===== src/rtl/fetch_word_server.sv =====
// Single-word instruction fetch server with a current-word cache and optional next-word prefetch.
// Build option: define FETCH_PREFETCH_EN to include the prefetch register and PREFETCH state.
module fetch_word_server #(
    parameter logic [31:0] RESET_PC = 32'h0000_0200
) (
    input  logic        clk,
    input  logic        n_rst,
    input  logic        fetch_req,
    input  logic [31:0] imem_pc,
    input  logic        reset_en,
    output logic [31:0] inst,
    output logic        inst_arrived,
    output logic [31:0] bus_addr,
    output logic        bus_ren,
    input  logic [31:0] bus_rdata,
    input  logic        bus_busy
);

    localparam logic [1:0] IDLE     = 2'd0;
    localparam logic [1:0] FETCH    = 2'd1;
`ifdef FETCH_PREFETCH_EN
    localparam logic [1:0] PREFETCH = 2'd2;
`endif
    localparam logic [1:0] DRAIN    = 2'd3;
    localparam logic [31:0] RESET_ADDR = {RESET_PC[31:2], 2'b00};

    logic [1:0]  state_reg, state_next;
    logic [31:0] bus_addr_reg, bus_addr_next;
    logic [31:0] inst_reg, inst_next;
    logic        inst_arrived_reg, inst_arrived_next;
    logic [31:0] cur_addr_reg, cur_addr_next;
    logic [31:0] cur_data_reg, cur_data_next;
    logic        cur_valid_reg, cur_valid_next;
`ifdef FETCH_PREFETCH_EN
    logic [31:0] pf_addr_reg, pf_addr_next;
    logic [31:0] pf_data_reg, pf_data_next;
    logic        pf_valid_reg, pf_valid_next;
    logic        pf_hit;
`endif
    logic [31:0] pc_aligned;
    logic        req_ok;
    logic        cur_hit;

    assign pc_aligned = imem_pc & ~32'h0000_0003;
    // The cycle carrying a pulse is skipped so the fetch buffer can move imem_pc.
    assign req_ok  = fetch_req && !reset_en && !inst_arrived_reg;
    assign cur_hit = cur_valid_reg && (cur_addr_reg == pc_aligned);
`ifdef FETCH_PREFETCH_EN
    assign pf_hit  = pf_valid_reg && (pf_addr_reg == pc_aligned);
`endif

    always_comb begin
        state_next        = state_reg;
        bus_addr_next     = bus_addr_reg;
        inst_next         = inst_reg;
        inst_arrived_next = 1'b0;
        cur_addr_next     = cur_addr_reg;
        cur_data_next     = cur_data_reg;
        cur_valid_next    = cur_valid_reg;
`ifdef FETCH_PREFETCH_EN
        pf_addr_next      = pf_addr_reg;
        pf_data_next      = pf_data_reg;
        pf_valid_next     = pf_valid_reg;
`endif
        if (reset_en) begin
            cur_valid_next = 1'b0;
`ifdef FETCH_PREFETCH_EN
            pf_valid_next  = 1'b0;
`endif
        end
        case (state_reg)
            IDLE: begin
                if (req_ok) begin
                    if (cur_hit) begin
                        inst_next         = cur_data_reg;
                        inst_arrived_next = 1'b1;
`ifdef FETCH_PREFETCH_EN
                    end else if (pf_hit) begin
                        inst_next         = pf_data_reg;
                        inst_arrived_next = 1'b1;
                        cur_addr_next     = pf_addr_reg;
                        cur_data_next     = pf_data_reg;
                        cur_valid_next    = 1'b1;
                        pf_valid_next     = 1'b0;
                        bus_addr_next     = pf_addr_reg + 32'd4;
                        state_next        = PREFETCH;
`endif
                    end else begin
                        bus_addr_next = pc_aligned;
                        state_next    = FETCH;
                    end
                end
            end
            FETCH: begin
                if (reset_en) begin
                    state_next = bus_busy ? DRAIN : IDLE;
                end else if (!bus_busy) begin
                    inst_next         = bus_rdata;
                    inst_arrived_next = 1'b1;
                    cur_addr_next     = bus_addr_reg;
                    cur_data_next     = bus_rdata;
                    cur_valid_next    = 1'b1;
`ifdef FETCH_PREFETCH_EN
                    bus_addr_next     = bus_addr_reg + 32'd4;
                    state_next        = PREFETCH;
`else
                    state_next        = IDLE;
`endif
                end
            end
`ifdef FETCH_PREFETCH_EN
            PREFETCH: begin
                if (reset_en) begin
                    state_next = bus_busy ? DRAIN : IDLE;
                end else if (!bus_busy) begin
                    if (req_ok && pc_aligned == bus_addr_reg) begin
                        // Demand caught up with the prefetch: deliver and keep streaming.
                        inst_next         = bus_rdata;
                        inst_arrived_next = 1'b1;
                        cur_addr_next     = bus_addr_reg;
                        cur_data_next     = bus_rdata;
                        cur_valid_next    = 1'b1;
                        pf_valid_next     = 1'b0;
                        bus_addr_next     = bus_addr_reg + 32'd4;
                        state_next        = PREFETCH;
                    end else begin
                        pf_addr_next  = bus_addr_reg;
                        pf_data_next  = bus_rdata;
                        pf_valid_next = 1'b1;
                        if (req_ok) begin
                            bus_addr_next = pc_aligned;
                            state_next    = FETCH;
                        end else begin
                            state_next = IDLE;
                        end
                    end
                end
            end
`endif
            DRAIN: begin
                if (!bus_busy) begin
                    state_next = IDLE;
                end
            end
            default: state_next = IDLE;
        endcase
    end

    always_ff @(posedge clk) begin
        if (n_rst) begin
            state_reg        <= IDLE;
            bus_addr_reg     <= RESET_ADDR;
            inst_reg         <= '0;
            inst_arrived_reg <= 1'b0;
            cur_addr_reg     <= '0;
            cur_data_reg     <= '0;
            cur_valid_reg    <= 1'b0;
`ifdef FETCH_PREFETCH_EN
            pf_addr_reg      <= '0;
            pf_data_reg      <= '0;
            pf_valid_reg     <= 1'b0;
`endif
        end else begin
            state_reg        <= state_next;
            bus_addr_reg     <= bus_addr_next;
            inst_reg         <= inst_next;
            inst_arrived_reg <= inst_arrived_next;
            cur_addr_reg     <= cur_addr_next;
            cur_data_reg     <= cur_data_next;
            cur_valid_reg    <= cur_valid_next;
`ifdef FETCH_PREFETCH_EN
            pf_addr_reg      <= pf_addr_next;
            pf_data_reg      <= pf_data_next;
            pf_valid_reg     <= pf_valid_next;
`endif
        end
    end

    assign inst         = inst_reg;
    assign inst_arrived = inst_arrived_reg;
    assign bus_addr     = bus_addr_reg;
    assign bus_ren      = (state_reg != IDLE);

endmodule


===== config.mk =====
export PLATFORM = sky130hd
export DESIGN_NAME = fetch_word_server
export DESIGN_NICKNAME = d
export VERILOG_FILES = /design/src/rtl/fetch_word_server.sv
export SDC_FILE = /design/constraint.sdc
export NUM_CORES = 1
export LEC_CHECK = 0
export ABC_AREA = 1
export ABC_CLOCK_PERIOD_IN_PS = 2300
export BUFFER_PORTS_ARGS = -buffer_cell sky130_fd_sc_hd__buf_2
export CAP_MARGIN = 40
export CORE_ASPECT_RATIO = 0.9
export CORE_UTILIZATION = 41
export CTS_CLUSTER_DIAMETER = 60
export DETAILED_ROUTE_END_ITERATION = 10
export SETUP_SLACK_MARGIN = 0.15
export SYNTH_ARGS = -nofsm -noshare
export SYNTH_HDL_FRONTEND = slang
export SYNTH_SLANG_ARGS = --single-unit

===== constraint.sdc =====
create_clock -name clk -period 2.3 [get_ports clk]
set_input_delay 0.46 -clock clk [delete_from_list [all_inputs] [get_ports clk]]
set_output_delay 0.46 -clock clk [all_outputs]
set_load 0.1 [all_outputs]

# After elaboration in Yosys (flattened, before gate mapping)
# Cells that the tools add are included.
[word_totals]
register_bits = 128
inputBits = 69
out_inout_bits = 66
[op_classes]
eq_ne = 8
n_mux = 20
bitwise_logic = 3
n_reduce_logical = 12
[op_table]
columns = ["operator", "n"]
rows = [
  ["$mux W32", 4],
  ["$pmux W32 S2", 1],
  ["$eq A30 B30 Y1", 1],
  ["$mux W2", 5],
  ["$ne A2 B2 Y1 const B", 5],
  ["$mux W1", 8],
  ["$pmux W2 S3", 1],
  ["$reduce_and A3 Y1", 2],
  ["$reduce_and A5 Y1", 1],
  ["$reduce_bool A2 Y1", 2],
  ["$logic_and A1 B1 Y1", 3],
  ["$not A1 Y1", 3],
  ["$eq A2 B1 Y1 const B", 1],
  ["$eq A2 B2 Y1 const B", 1],
  ["$logic_not A1 Y1", 2],
  ["$logic_not A2 Y1", 1],
  ["$pmux W1 S2", 1],
  ["$reduce_and A2 Y1", 1],
]

# Logic depth before layout (Yosys ltp)
[depth]
depth_word = 5
mapped_depth = 16
ltp_nobuf = 14

# Least setup slack after synthesis
# Ideal clock, no wire load.
[synth_path]
path_kind = "register to register"
startpoint = "reg state_reg[0]"
endpoint = "reg bus_addr_reg[10] (netlist: bus_addr[10])"
arrival_time_ns = 1.844
t_required_ns = 2.229
setup_slack_ns = 0.385
stages_incl_launch_ff = 7
path_buffers = 1
period_less_slack_ns = 1.915
path_cell_list = "dfxtp_1 -> nor2_2 -> inv_1 -> nor2_4 -> buf_1 -> nand3_1 -> a21oi_2"
[synth_via]
elab_chain_cells = 2
[synth_lines]
columns = ["item", "line_no", "text"]
rows = [
  ["from (decl)", "27", "logic [1:0] state_reg, state_next;"],
  ["from (signal assigned)", "164", "state_reg <= state_next;"],
  ["$logic_not A2 Y1", "71", "case (state_reg)"],
  ["$reduce_and A3 Y1 (no line)", "n/a", ""],
  ["to (signal assigned)", "165", "bus_addr_reg <= bus_addr_next;"],
  ["to (decl)", "28", "logic [31:0] bus_addr_reg, bus_addr_next;"],
]
# Every way passes these cells.
# A chain may end at the register's enable or synchronous reset.

# Worst setup path after layout
[layout_path]
startpoint = "reg state_reg[0]"
endpoint = "out bus_ren"
[layout_via]
elab_chain_cells = 1
[layout_lines]
columns = ["item", "line_no", "text"]
rows = [
  ["$reduce_bool A2 Y1", "182", "assign bus_ren = (state_reg != IDLE);"],
  ["to (decl)", "14", "output logic bus_ren,"],
]
# Every way passes these cells.

==> flow_summary.yaml <==
clock_network:
  clock_path_buffers: 2
  cts_hold_buffers: 0
  ctsHtreeMaxLevel: 4
  cts_post_setup_buffers_inserted: 0
  postCtsResizedCells: 0
  cts_tree: "done"
  clkLatencyLatePin_ns: 0.41
  cts.reportedPaths.clkPinSlew_ns: 0.06
  clock_sinks: 128
  cts-root-buf: "clkbuf_16"
  tritoncts.num_buffers: 17
layout:
  syn_to_final_growth_pct: 21.0
  design.final.nets: 1058
  final.fill_count: 1464
  finalNonFillerCells: 1194
  post-route-util_pct: 51.7
  final_layout_size_suffix_gt1_share_pct: 26.3
sta:
  final-max-slew-violation-count: 0
  max_slew.worst_pin.slew_ns: 0.570
  maxSlewHeadroom_pct: 62.0
  max_clock_freq_mhz: 490
  fin_skew_ns: 0.00899
  finalCritPeriodShare_pct: 88.8
  grt_setup_unrepaired: "false"
  finalHoldViolations: 0
  final_layout_setup_total_negative_slack_ns: 0
  timing.final.setup_violations: 0
  post-route-min-period_ns: 2.04
logic_synthesis:
  yosys_warnings: 0
  avgSynthCellArea_sq_um: 6.99
  post-synth-top-area-fraction_pct: 41.9
  seq_area_frac_synth_pct: 41.9
  netlist_area_sq_um: 6120
  synthArstFlopShare_pct: 0
  postSynthCellCount: 875
  ys_dominant_reg_cell: "dfxtp_1"
  postSynthRegisterBits: 128
  synth_most_common_cell: "nand2_1"
  synthTopCellsByCount: "164 x nand2_1, 128 x dfxtp_1, 121 x inv_1"
  netlist-cell-type-count: 33
  largest_cells_by_area_after_synthesis: "dfxtp_1 42%, nand2_1 10%, o21ai_0 7.9%, inv_1 7.4%, nor2_1 6.3%"
  synth_area_leader_cell: "dfxtp_1"
  synth_edf_count: 0
power_and_ir_drop:
  power_switching_share_pct: 29.3
  switchingPower_w: 0.00168
  share_clk_of_total_power_pct: 42.9
  peakVddDrop_mv: 0.529
  power_frac_seq_pct: 41.0
  internal-power_w: 0.00406
  total_leakage_power_nw: 3.48
  combinational_group_share_of_total_power_pct: 16.1
  pwr_cell_area_nw_per_um2: 776
floorplanning:
  chipHeight_um: 118
  die_area_sq_um: 15400
  top_level_i_o_count: 135
  rows: 41
  starting_density_pct: 42.7
  core_area_sq_um: 14300
  floorplan.die.width_um: 131
setup_path:
  setup.worst_path.class: "flip-flop to primary output"
  cp.arrival_ns: 1.58
  crit_path_max_fanout: 6
  start_kind: "flip-flop"
  worst-endpoint-required_ns: 1.84
  worst_setup_path_end_kind: "primary output"
drt:
  drt_iter0_markers: 290
  drt_first_pass_iters: 5
  ant_nets: 0
  vias: 5521
  vias_per_cell: 4.62
  wirelength_um: 15100
  routedWlPerCell_um: 12.6
  drc: 0
global_route:
  global_route.usage.total_pct: 20.4
  grt_pass1_vias: 4939
  grt_first_pass_wirelength_um: 24600
  grt_overflow: 0
  grt_antenna_before_repair: 1
  largest_net_degree_at_the_start_of_global_routing: 66
min_path:
  worst_hold_path_type: "input port to flip-flop"
flow_run:
  timing.max_cap.violations: 0
placed_design:
  dp_hpwl_um: 10400
  number_of_i_o_port_buffers: 130
  place.detailed.instances: 1163
  place.gp.congestion: 0.811
status:
  outcome: "finished, final reports clean"
layout by cell type, fill, tap and decap left out, types with 5 or more instances in the layout:
cell and instances:
a21oi_1 57, nand2_2 51, buf_2 130, nand2_1 163
buf_4 13, nor2_1 102, nand4_1 6, a21oi_2 29
xnor2_1 8, inv_1 120, clkbuf_1 5, clkbuf_16 17
nand3_1 39, o21ai_0 97, dfxtp_1 128
layer usage:
layer	global-route usage [%]	wire length, um	share of wire, %	vias up
met1	29.9	7900	52	2444
met2	28.5	6160	41	120
li1	-	-	-	2942
met3	5.14	852	5.7	15
met5	0	0	0	-
met4	6.82	146	0.97	0
per-stage QoR:
stage	total power (W)	setup WS (ns)	hold slack (ns)	cell area, sq um
after floorplan	0.00311	0.385	0.425	6120
after global placement	0.00332	0.267	0.435	6870
after detailed placement	0.00333	0.245	0.441	6870
after CTS	0.00580	0.229	0.305	7400
after global routing	0.00600	0.194	0.317	7400
final	0.00574	0.258	0.317	7400
cell type report:
class	count	area [sq um]	area share (%)
multi-input cells	572	2830	38.2
flip-flops and latches	128	2560	34.6
repair buffers	144	768	10.4
inverters	126	473	6.39
clock buffers	24	472	6.37
well taps	193	241	3.26
clock inverters	6	60.1	0.811
diodes	1	2.50	0.0338
worst paths after layout:
kind                                       start               end  slack (ns)  cells after the start
worst max-delay path                state_reg[0]           bus_ren        0.26                      3
worst min-delay path               bus_rdata[30]  cur_data_reg[30]        0.32                      3
worst max register to register   cur_addr_reg[8]      bus_addr[11]        0.50                      8
worst min register to register  cur_data_reg[11]  cur_data_reg[11]        0.44                      2
worst max-delay path, stage by stage (launching register included):
cell and delay (ns):
dfxtp_1 0.44, nor2_2 0.12, inv_1 0.15, buf_2 0.45
kinds of logic (layout without fill, tap and decap cells):
logic type / Yosys count / count (layout) / share of synthesized area [%]
flops: 128 / 128 / 41.9
xor+xnor: 9 / 9 / 1.29
simple gates: 374 / 374 / 27.1
other cells: 1 / 3 / 0.0613
buf+inv: 176 / 300 / 12.2
compound gates: 184 / 184 / 16.8
mux: 3 / 3 / 0.552
power by group through the flow:
stage / clock (W) / sequential, W / combinational (W)
2_1_floorplan: 0 / 0.00268 / 0.000432
3_3_place_gp: 0 / 0.00240 / 0.000919
3_5_place_dp: 0 / 0.00240 / 0.000926
4_1_cts: 0.00252 / 0.00236 / 0.000929
5_1_grt: 0.00263 / 0.00237 / 0.00101
6_report: 0.00246 / 0.00236 / 0.000923
Power figures use the tool's default switching activity.
